===== src/rtl/ring_osc_pkg.sv =====
// rtl/ring_osc_pkg.sv - shared types and gate-length helper for the ring oscillator frequency meter
package ring_osc_pkg;

    // Measurement sequencer states
    typedef enum logic [1:0] {
        IDLE    = 2'd0,
        ARM     = 2'd1,
        MEASURE = 2'd2,
        DONE    = 2'd3
    } meter_state_e;

    // Shortest gate window is 2^GATE_MIN_LOG2_DEF clk cycles by default
    localparam int GATE_MIN_LOG2_DEF = 8;

    // gate_sel is 3 bits, so the longest gate is 2^(min_log2+7) cycles
    localparam int GATE_SEL_W    = 3;
    localparam int GATE_SEL_SPAN = 7;

    // Number of clk cycles in the gate window, minus one (initial gate counter value)
    function automatic logic [31:0] gate_len_m1(input int min_log2, input logic [GATE_SEL_W-1:0] sel);
        logic [31:0] len;
        len = 32'd1 << (min_log2 + int'(sel));
        return len - 32'd1;
    endfunction

endpackage


===== src/rtl/osc_edge_sync.sv =====
// rtl/osc_edge_sync.sv - synchroniser and rising-edge detector for an asynchronous oscillator tap
module osc_edge_sync #(
    parameter int SYNC_STAGES = 2
) (
    input  logic clk,
    input  logic rst_n,
    input  logic async_in,
    output logic rise
);

    logic [SYNC_STAGES-1:0] sync_q;
    logic [SYNC_STAGES-1:0] sync_d;
    logic                   prev_q;
    logic                   prev_d;

    // Shift the raw input through the synchroniser chain; prev trails the chain output by one clk
    always_comb begin
        sync_d = {sync_q[SYNC_STAGES-2:0], async_in};
        prev_d = sync_q[SYNC_STAGES-1];
    end

    // Synchroniser and history flops, cleared on reset so no spurious edge follows release
    always_ff @(posedge clk or negedge rst_n) begin
        if (!rst_n) begin
            sync_q <= '0;
            prev_q <= 1'b0;
        end else begin
            sync_q <= sync_d;
            prev_q <= prev_d;
        end
    end

    // At most one rise pulse per clk; inputs at or above clk/2 alias silently
    assign rise = sync_q[SYNC_STAGES-1] & ~prev_q;

endmodule


===== src/rtl/ring_osc_freq_meter.sv =====
// rtl/ring_osc_freq_meter.sv - gated edge counter measuring an asynchronous oscillator against clk
module ring_osc_freq_meter
    import ring_osc_pkg::*;
#(
    parameter int CNT_W         = 16,
    parameter int GATE_MIN_LOG2 = GATE_MIN_LOG2_DEF,
    parameter int SYNC_STAGES   = 2
) (
    input  logic                  clk,
    input  logic                  rst_n,
    input  logic                  osc_in,
    input  logic                  start,
    input  logic                  cont,
    input  logic [GATE_SEL_W-1:0] gate_sel,
    input  logic [1:0]            byte_sel,
    output logic [7:0]            data_out,
    output logic                  busy,
    output logic                  result_valid,
    output logic                  overflow
);

    // Gate counter must hold 2^(GATE_MIN_LOG2+7)-1
    localparam int          GATE_W  = GATE_MIN_LOG2 + GATE_SEL_SPAN;
    localparam logic [CNT_W-1:0] CNT_MAX = {CNT_W{1'b1}};

    meter_state_e      state_q, state_d;
    logic [CNT_W-1:0]  edge_cnt_q, edge_cnt_d;
    logic              sat_q, sat_d;
    logic [GATE_W-1:0] gate_cnt_q, gate_cnt_d;
    logic [CNT_W-1:0]  result_q, result_d;
    logic              overflow_q, overflow_d;

    logic              rise;
    logic [31:0]       gate_init;
    logic [CNT_W-1:0]  edge_next;
    logic              sat_next;
    logic [31:0]       result_ext;

    osc_edge_sync #(
        .SYNC_STAGES (SYNC_STAGES)
    ) u_edge_sync (
        .clk      (clk),
        .rst_n    (rst_n),
        .async_in (osc_in),
        .rise     (rise)
    );

    // Initial gate counter value derived from the live gate_sel; only consumed in ARM
    always_comb begin
        gate_init = gate_len_m1(GATE_MIN_LOG2, gate_sel);
    end

    // Saturating edge count including the current cycle's rise
    always_comb begin
        edge_next = edge_cnt_q;
        sat_next  = sat_q;
        if (rise) begin
            if (edge_cnt_q == CNT_MAX) begin
                sat_next = 1'b1;
            end else begin
                edge_next = edge_cnt_q + 1'b1;
            end
        end
    end

    // Next-state and datapath for the IDLE/ARM/MEASURE/DONE sequencer
    always_comb begin
        state_d    = state_q;
        edge_cnt_d = edge_cnt_q;
        sat_d      = sat_q;
        gate_cnt_d = gate_cnt_q;
        result_d   = result_q;
        overflow_d = overflow_q;
        case (state_q)
            IDLE: begin
                if (start) begin
                    state_d = ARM;
                end
            end
            ARM: begin
                edge_cnt_d = '0;
                sat_d      = 1'b0;
                gate_cnt_d = gate_init[GATE_W-1:0];
                state_d    = MEASURE;
            end
            MEASURE: begin
                edge_cnt_d = edge_next;
                sat_d      = sat_next;
                if (gate_cnt_q == '0) begin
                    // Capture on the way into DONE so result is already valid while result_valid is high
                    result_d   = edge_next;
                    overflow_d = sat_next;
                    state_d    = DONE;
                end else begin
                    gate_cnt_d = gate_cnt_q - 1'b1;
                end
            end
            DONE: begin
                if (cont || start) begin
                    state_d = ARM;
                end else begin
                    state_d = IDLE;
                end
            end
            default: begin
                state_d = IDLE;
            end
        endcase
    end

    // Sequencer, counters and result registers; reset abandons any measurement in flight
    always_ff @(posedge clk or negedge rst_n) begin
        if (!rst_n) begin
            state_q    <= IDLE;
            edge_cnt_q <= '0;
            sat_q      <= 1'b0;
            gate_cnt_q <= '0;
            result_q   <= '0;
            overflow_q <= 1'b0;
        end else begin
            state_q    <= state_d;
            edge_cnt_q <= edge_cnt_d;
            sat_q      <= sat_d;
            gate_cnt_q <= gate_cnt_d;
            result_q   <= result_d;
            overflow_q <= overflow_d;
        end
    end

    // Status outputs decoded from the state register
    always_comb begin
        busy         = (state_q == ARM) || (state_q == MEASURE);
        result_valid = (state_q == DONE);
        overflow     = overflow_q;
    end

    // Byte-wise readout; bytes above CNT_W read as zero
    always_comb begin
        result_ext              = '0;
        result_ext[CNT_W-1:0]   = result_q;
        case (byte_sel)
            2'd0:    data_out = result_ext[7:0];
            2'd1:    data_out = result_ext[15:8];
            2'd2:    data_out = result_ext[23:16];
            default: data_out = result_ext[31:24];
        endcase
    end

endmodule

===== config.mk =====
export PLATFORM = sky130hd
export DESIGN_NAME = ring_osc_freq_meter
export DESIGN_NICKNAME = d
export VERILOG_FILES = /design/src/rtl/ring_osc_pkg.sv /design/src/rtl/osc_edge_sync.sv /design/src/rtl/ring_osc_freq_meter.sv
export SDC_FILE = /design/constraint.sdc
export NUM_CORES = 1
export LEC_CHECK = 0
export ABC_AREA = 0
export CAP_MARGIN = 0
export CORE_MARGIN = 2
export CORE_UTILIZATION = 40
export CTS_CLUSTER_DIAMETER = 80
export DETAILED_ROUTE_END_ITERATION = 7
export PLACE_DENSITY_LB_ADDON = 0.1
export SLEW_MARGIN = 5
export SYNTH_ARGS = -nofsm -noshare
export SYNTH_HDL_FRONTEND = slang
export SYNTH_SLANG_ARGS = --single-unit

===== constraint.sdc =====
create_clock -name clk -period 3.2 [get_ports clk]
set_input_delay 0.48 -clock clk [delete_from_list [all_inputs] [get_ports clk]]
set_output_delay 0.48 -clock clk [all_outputs]
set_load 0.1 [all_outputs]

-- Word-level counts from Yosys, hierarchy flattened
Index checks and enable logic that the tools add are counted.
Widths: inputs -> output; s select.
- output and inout port bits: 11
- register bits after elaboration: 54
- input bits: 10
- reductions and logical operators: 9
- equality and inequality tests: 8
- shift-type cells: 1
- bitwise operators: 2
- add/sub/neg operators: 4
- muxes and demuxes: 13
- operator list (kind ; count):
    $mux 16 ; 2
    $pmux 16 s2 ; 1
    $pmux 15 s2 ; 1
    $sub 15x1->15 const B ; 2
    $add 16x1->16 const B ; 1
    $eq 16x16->1 const B ; 1
    $pmux 8 s2 ; 1
    $logic_not 15->1 ; 1
    $mux 15 ; 1
    $shl 1x5->15 const A ; 1
    $pmux 2 s4 ; 1
    $ne 2x2->1 const B ; 3
    $reduce_and 2->1 ; 3
    $add 4x3->5 const A ; 1
    $eq 2x1->1 const B ; 2
    $eq 2x2->1 const B ; 2
    $logic_not 2->1 ; 2
    $mux 2 ; 2
    $mux 1 ; 3
    $logic_or 1x1->1 ; 2
    $pmux 1 s2 ; 1
    $reduce_bool 2->1 ; 1
    $and 1x1->1 ; 1
    $not 1->1 ; 1

-- Depth between registers and ports, before layout
- depth after elaboration: 4
- depth in mapped cells: 10
- gate-level depth less buffers: 8

-- Modules after synthesis
Synthesis repeated with hierarchy kept, for this count alone.
- cell total of the unflattened synthesis: 376
- area, all modules: 3300.7 µm²
- modules (own cells, without submodules) (module ; cells an instance ; instances ; sequential area each (µm²) ; area an instance (µm²)):
    ring_osc_freq_meter ; 372 ; 1 ; 1276.2 ; 3211.8
    osc_edge_sync ; 4 ; 1 ; 75.1 ; 88.8

-- Worst setup path before layout
Ideal clock, no wire load.
- path kind: input -> output
- start point: input byte_sel[0]
- end point: output data_out[0]
- cell stages on the path: 3
- arrival: 2.233 ns
- slack: 0.487 ns
- cells stage by stage: clkbuf_1 -> mux2i_1 -> nor2_1
- longest elaborated chain between the ends: 2
- elaborated cells on any way between the ends: 3
- classes of those cells: eq/ne: 1; mux: 1; reduce/logical: 1
- ends and longest elaborated chain (element ; line ; source):
    start, declared ; ring_osc_freq_meter.sv:15 ; input logic [1:0] byte_sel,
    $eq 2x1->1 / $logic_not 2->1 (equally long branches) ; ring_osc_freq_meter.sv:141 ; case (byte_sel)
    $pmux 8 s2 (*) ; ring_osc_freq_meter.sv:141 ;
    end, declared ; ring_osc_freq_meter.sv:16 ; output logic [7:0] data_out,
Mark *: on every way between the ends. The rest lies on a longest branch, timed or not.

-- Worst setup path in the final report
- start point: register state_q[0]
- end point: register gate_cnt_q[12]
- longest elaborated chain between the ends: 3
- elaborated cells on any way between the ends: 6
- classes of those cells: eq/ne: 3; mux: 1; reduce/logical: 2
- ends and longest elaborated chain (element ; line ; source):
    start, declared ; ring_osc_freq_meter.sv:26 ; meter_state_e state_q, state_d;
    start signal, assigned ; ring_osc_freq_meter.sv:121 ; state_q <= state_d;
    $eq 2x2->1 / $eq 2x1->1 (equally long branches) ; ring_osc_freq_meter.sv:74 ; case (state_q)
    $ne 2x2->1 (no source line) / $reduce_bool 2->1 (equally long branches) ; n/a ;
    $reduce_and 2->1 (no source line) ; n/a ;
    end signal, assigned ; ring_osc_freq_meter.sv:124 ; gate_cnt_q <= gate_cnt_d;
    end, declared ; ring_osc_freq_meter.sv:29 ; logic [GATE_W-1:0] gate_cnt_q, gate_cnt_d;
Several ways; a longest one is shown, not always the timed one.
A chain may end at the register's enable or synchronous reset.

==> impl_results.md <==
* Outcome: finished clean
* Max cap viols at 0
* Portion of the post-synthesis area used by sequential elements at 0.393
* Parity-gate share of the synthesized area counting xor and xnor cells at 0.0510
* Worst path arrival time at 2.79 ns
* Layout overhead on the synthesized area at 8.96%
* Number of gates resized after CTS at 0
* Skew-Pair Late Insertion Delay at 0.31 ns
* Most common library cell in the layout ignoring fill and taps: dfrtp_1
* Synthesized-area fraction occupied by adder cells at 0.0255
* Crit path kind: register to register
* Die boundary height at 96.7 µm
* Leakage component of the power at 1.52 nW
* Critical path required time at 3.41 ns
* Ys Warns at 0
* Number of levels in the clock H-tree at 2
* R2R depth at 9
* Number of gates on the worst path with buffers counted at 9
* Cell family with most CP delay: simple AND/OR/NAND/NOR gates
* Total congestion overflow after global routing at 0
* Number of buffers added for setup after CTS at 0
* Initial core utilization at 0.416
* Number of standard-cell rows in the floorplan at 33
* Capturing point of the worst reg2reg path: gate_cnt_q[12]
* Most common cell on crit path: ha_1
* RSZ-0062 raised after global routing: false
* DRC violations left at 0
* Dominant combinational cell family by area after synthesis: simple AND/OR/NAND/NOR gates
* RD Place Congestion at 0.826
* Wire length of the first global-routing pass at 13300 µm
* Initial antenna violation count at 0
* Number of antenna repair diodes at 0
* Via density at 5.58
* Setup_tns at 0 ns
* DRT Wirelength at 7740 µm
* Worst max-slew margin expressed relative to the limit at 0.574
* Placed wire-length estimate after detailed placement at 5500 µm
* Port Buffers at 20
* Final worst path period need at 2.58 ns
* CP Launch Type: register
* Upper clock frequency limit at 0.387 GHz
* Critical-path cell list: inv_1, ha_1, buf_4, nand2_1, ha_1, nand3_1, and4bb_2, xnor2_1, mux2_2
* Average detailed-routed wire length per instance at 16.0 µm
* Fraction of registers with async set or reset after synthesis at 1.00
* Width of the die at 96.7 µm
* Hold Violations, Final at 0
* Tcrit/Tclk final at 0.807
* Worst setup path endpoint: gate_cnt_q[12]
* Post-synth cell types at 65
* TritonCTS clock tree: built
* Simple-gate share of the synthesized area at 0.221
* Kind of end point of the critical path: register
* Largest stage delay on the critical path at 0.42 ns
* Largest net degree at the start of global routing at 39
* Iter 0 DRT Violations at 164
* Post-synthesis register bit count at 54
* Nets@finish at 394
* Maximum resistive drop on vdd at 0.541 mV
* Share of synthesized area spent on multiplexers at 0.0605
* Worst min-delay path class: input port to asynchronous set/reset pin
* Maximum fanout along the worst path at 18
* Via count at 2696
* Total count of max-transition violations in the final report at 0
* Share of cells above drive strength 1 at 0.130
* Overall Global Routing Usage at 0.172
* Gate count after technology mapping at 368
* Library cell contributing the largest single delay on the critical path: dfrtp_1
* Worst path bufs/invs at 2
* Total nets after synthesis at 385
* Clock root buffer: clkbuf_8
* Clock net sink count at 54
* Max clock buf depth at 2
* Prevailing post-synth register cell: dfrtp_1
* Post-Synthesis Mean Instance Area at 9.34 µm²
* Reg2Reg Launch Point: state_q[0]
* Launch point of the critical path: state_q[0]
* Final number of setup-violating endpoints at 0
* Layout Skew at 0.00705 ns
* Number of search-and-repair iterations in the first detailed-routing pass at 4
* I/O pin cnt at 21
* Die footprint at 0.00935 mm²
* Worst slew pin tran at 0.639 ns
* Power density over cell area at 801 mW/mm²
* Compound-gate portion of the synthesized area at 0.204
* Clock input transition at the sequential cells of the worst setup and hold paths at 0.11 ns
* Number of flops mapped to enable cells by yosys at 0
* Synthesized area at 0.00344 mm²
* Setup slack of the worst register-to-register path at 0.62 ns
* Vias in the first global route at 2530
* Placeable Area at 0.00826 mm²
* Post-layout power at 3.00 mW
* Antenna viol nets, final at 0
* Hold-fix buffers at CTS at 0
* Most frequent cells in the layout: dfrtp_1, nand2_1, nor2_1
* TritonCTS Buffers at 5
-- cell usage after synthesis (2+ instances only) --
library cell | count | area [µm²]
dfrtp_1 | 54 | 1350
nand3_1 | 9 | 45.0
o21ai_1 | 11 | 55.1
a22o_1 | 3 | 26.3
a31oi_1 | 7 | 43.8
or4_4 | 2 | 22.5
mux2_2 | 6 | 67.6
o31ai_1 | 3 | 22.5
or3_1 | 4 | 25.0
nand2_1 | 31 | 116
nor3_2 | 2 | 20.0
a21oi_1 | 21 | 105
o21a_1 | 5 | 37.5
clkbuf_1 | 9 | 33.8
nor4b_1 | 2 | 17.5
nor2b_1 | 4 | 25.0
ha_1 | 7 | 87.6
clkbuf_2 | 2 | 10.0
o211ai_1 | 3 | 22.5
o21ai_0 | 23 | 115
a221oi_1 | 4 | 35.0
nand2b_1 | 4 | 25.0
nor4_2 | 2 | 25.0
and2_1 | 2 | 12.5
a31oi_4 | 2 | 42.5
nor3_1 | 13 | 65.1
nand3b_1 | 5 | 37.5
inv_1 | 10 | 37.5
buf_6 | 3 | 33.8
xnor2_1 | 15 | 131
and3_1 | 3 | 18.8
xor2_1 | 5 | 43.8
nand4bb_1 | 3 | 33.8
a311o_1 | 2 | 20.0
a21o_1 | 2 | 15.0
nor2_1 | 27 | 101
o211a_1 | 3 | 30.0
o22ai_1 | 3 | 18.8
mux2i_1 | 14 | 140
a22oi_1 | 2 | 15.0
a211o_1 | 2 | 17.5
nand4_1 | 4 | 25.0
nor3_4 | 2 | 32.5
buf_2 | 7 | 35.0
-- logic make-up (layout without fill, tap and decap cells) --
| logic type | after synthesis | count (layout) |
|---|---|---|
| adders and majority gates | 7 | 7 |
| and+or+nand+nor | 131 | 131 |
| DFF | 54 | 54 |
| buffers and inverters | 32 | 42 |
| AOI/OAI and AO/OA | 104 | 104 |
| xor gates and xnor gates | 20 | 20 |
| muxes | 20 | 20 |
-- worst register-to-register path, stage by stage, from the launching register on --
cell and delay, ns:
dfrtp_1 0.42, inv_1 0.13, ha_1 0.21, buf_4 0.19, nand2_1 0.17, ha_1 0.37, nand3_1 0.28, and4bb_2 0.39
xnor2_1 0.06, mux2_2 0.26
-- report_power, final --
part | internal, mW | total, mW | switching, mW
registers | 0.802 | 0.957 | 0.155
logic | 0.608 | 1.62 | 1.01
clock network | 0.162 | 0.423 | 0.261
total | 1.57 | 3.00 | 1.43
-- stage by stage --
step           instance area (µm²)  hold WS [ns]   util  setup WS (ns)  instances
2_1_floorplan                 3440         0.184      -          0.487        368
3_3_place_gp                  3650         0.335  0.442          0.702        475
3_5_place_dp                  3650         0.338  0.442          0.630        475
4_1_cts                       3740        0.0915  0.453          0.614        483
5_1_grt                       3740         0.110  0.453          0.401        483
6_report                      3740        0.0791  0.453          0.616        483
-- registers in the layout (all words and copies together), names as in the netlist --
register            flops
edge_cnt_q             16
overflow                1
gate_cnt_q             15
state_q                 2
u_edge_sync.prev_q      1
u_edge_sync.sync_q      2
result_q               16
sat_q                   1
-- worst min-delay path by stage --
stage / startpoint / endpoint / depth (start not counted)
finish: rst_n / gate_cnt_q[13] / 1
global route: rst_n / gate_cnt_q[9] / 1
CTS: rst_n / gate_cnt_q[1] / 1
detailed placement: u_edge_sync.sync_q[0] / u_edge_sync.sync_q[1] / 0
global placement: u_edge_sync.sync_q[0] / u_edge_sync.sync_q[1] / 0
floorplan: rst_n / edge_cnt_q[0] / 0
-- per-layer routing --
layer / global-route usage / wire, µm / up-vias
li1: - / - / 1364
met1: 0.284 / 4200 / 1275
met2: 0.235 / 3160 / 55
met3: 0.0224 / 330 / 2
met4: 0.0401 / 40 / 0
met5: 0 / 0 / -
-- final cells by class --
class                   instances  area [µm²]
clock inverters                 3        26.3
inverters                      10        37.5
well taps                     105         131
repair buffers                 24         198
clock buffers                   5        68.8
fillers                       816        4510
multi-input cells             282        1930
flip-flops and latches         54        1350
(Power assumes the default switching activity.)
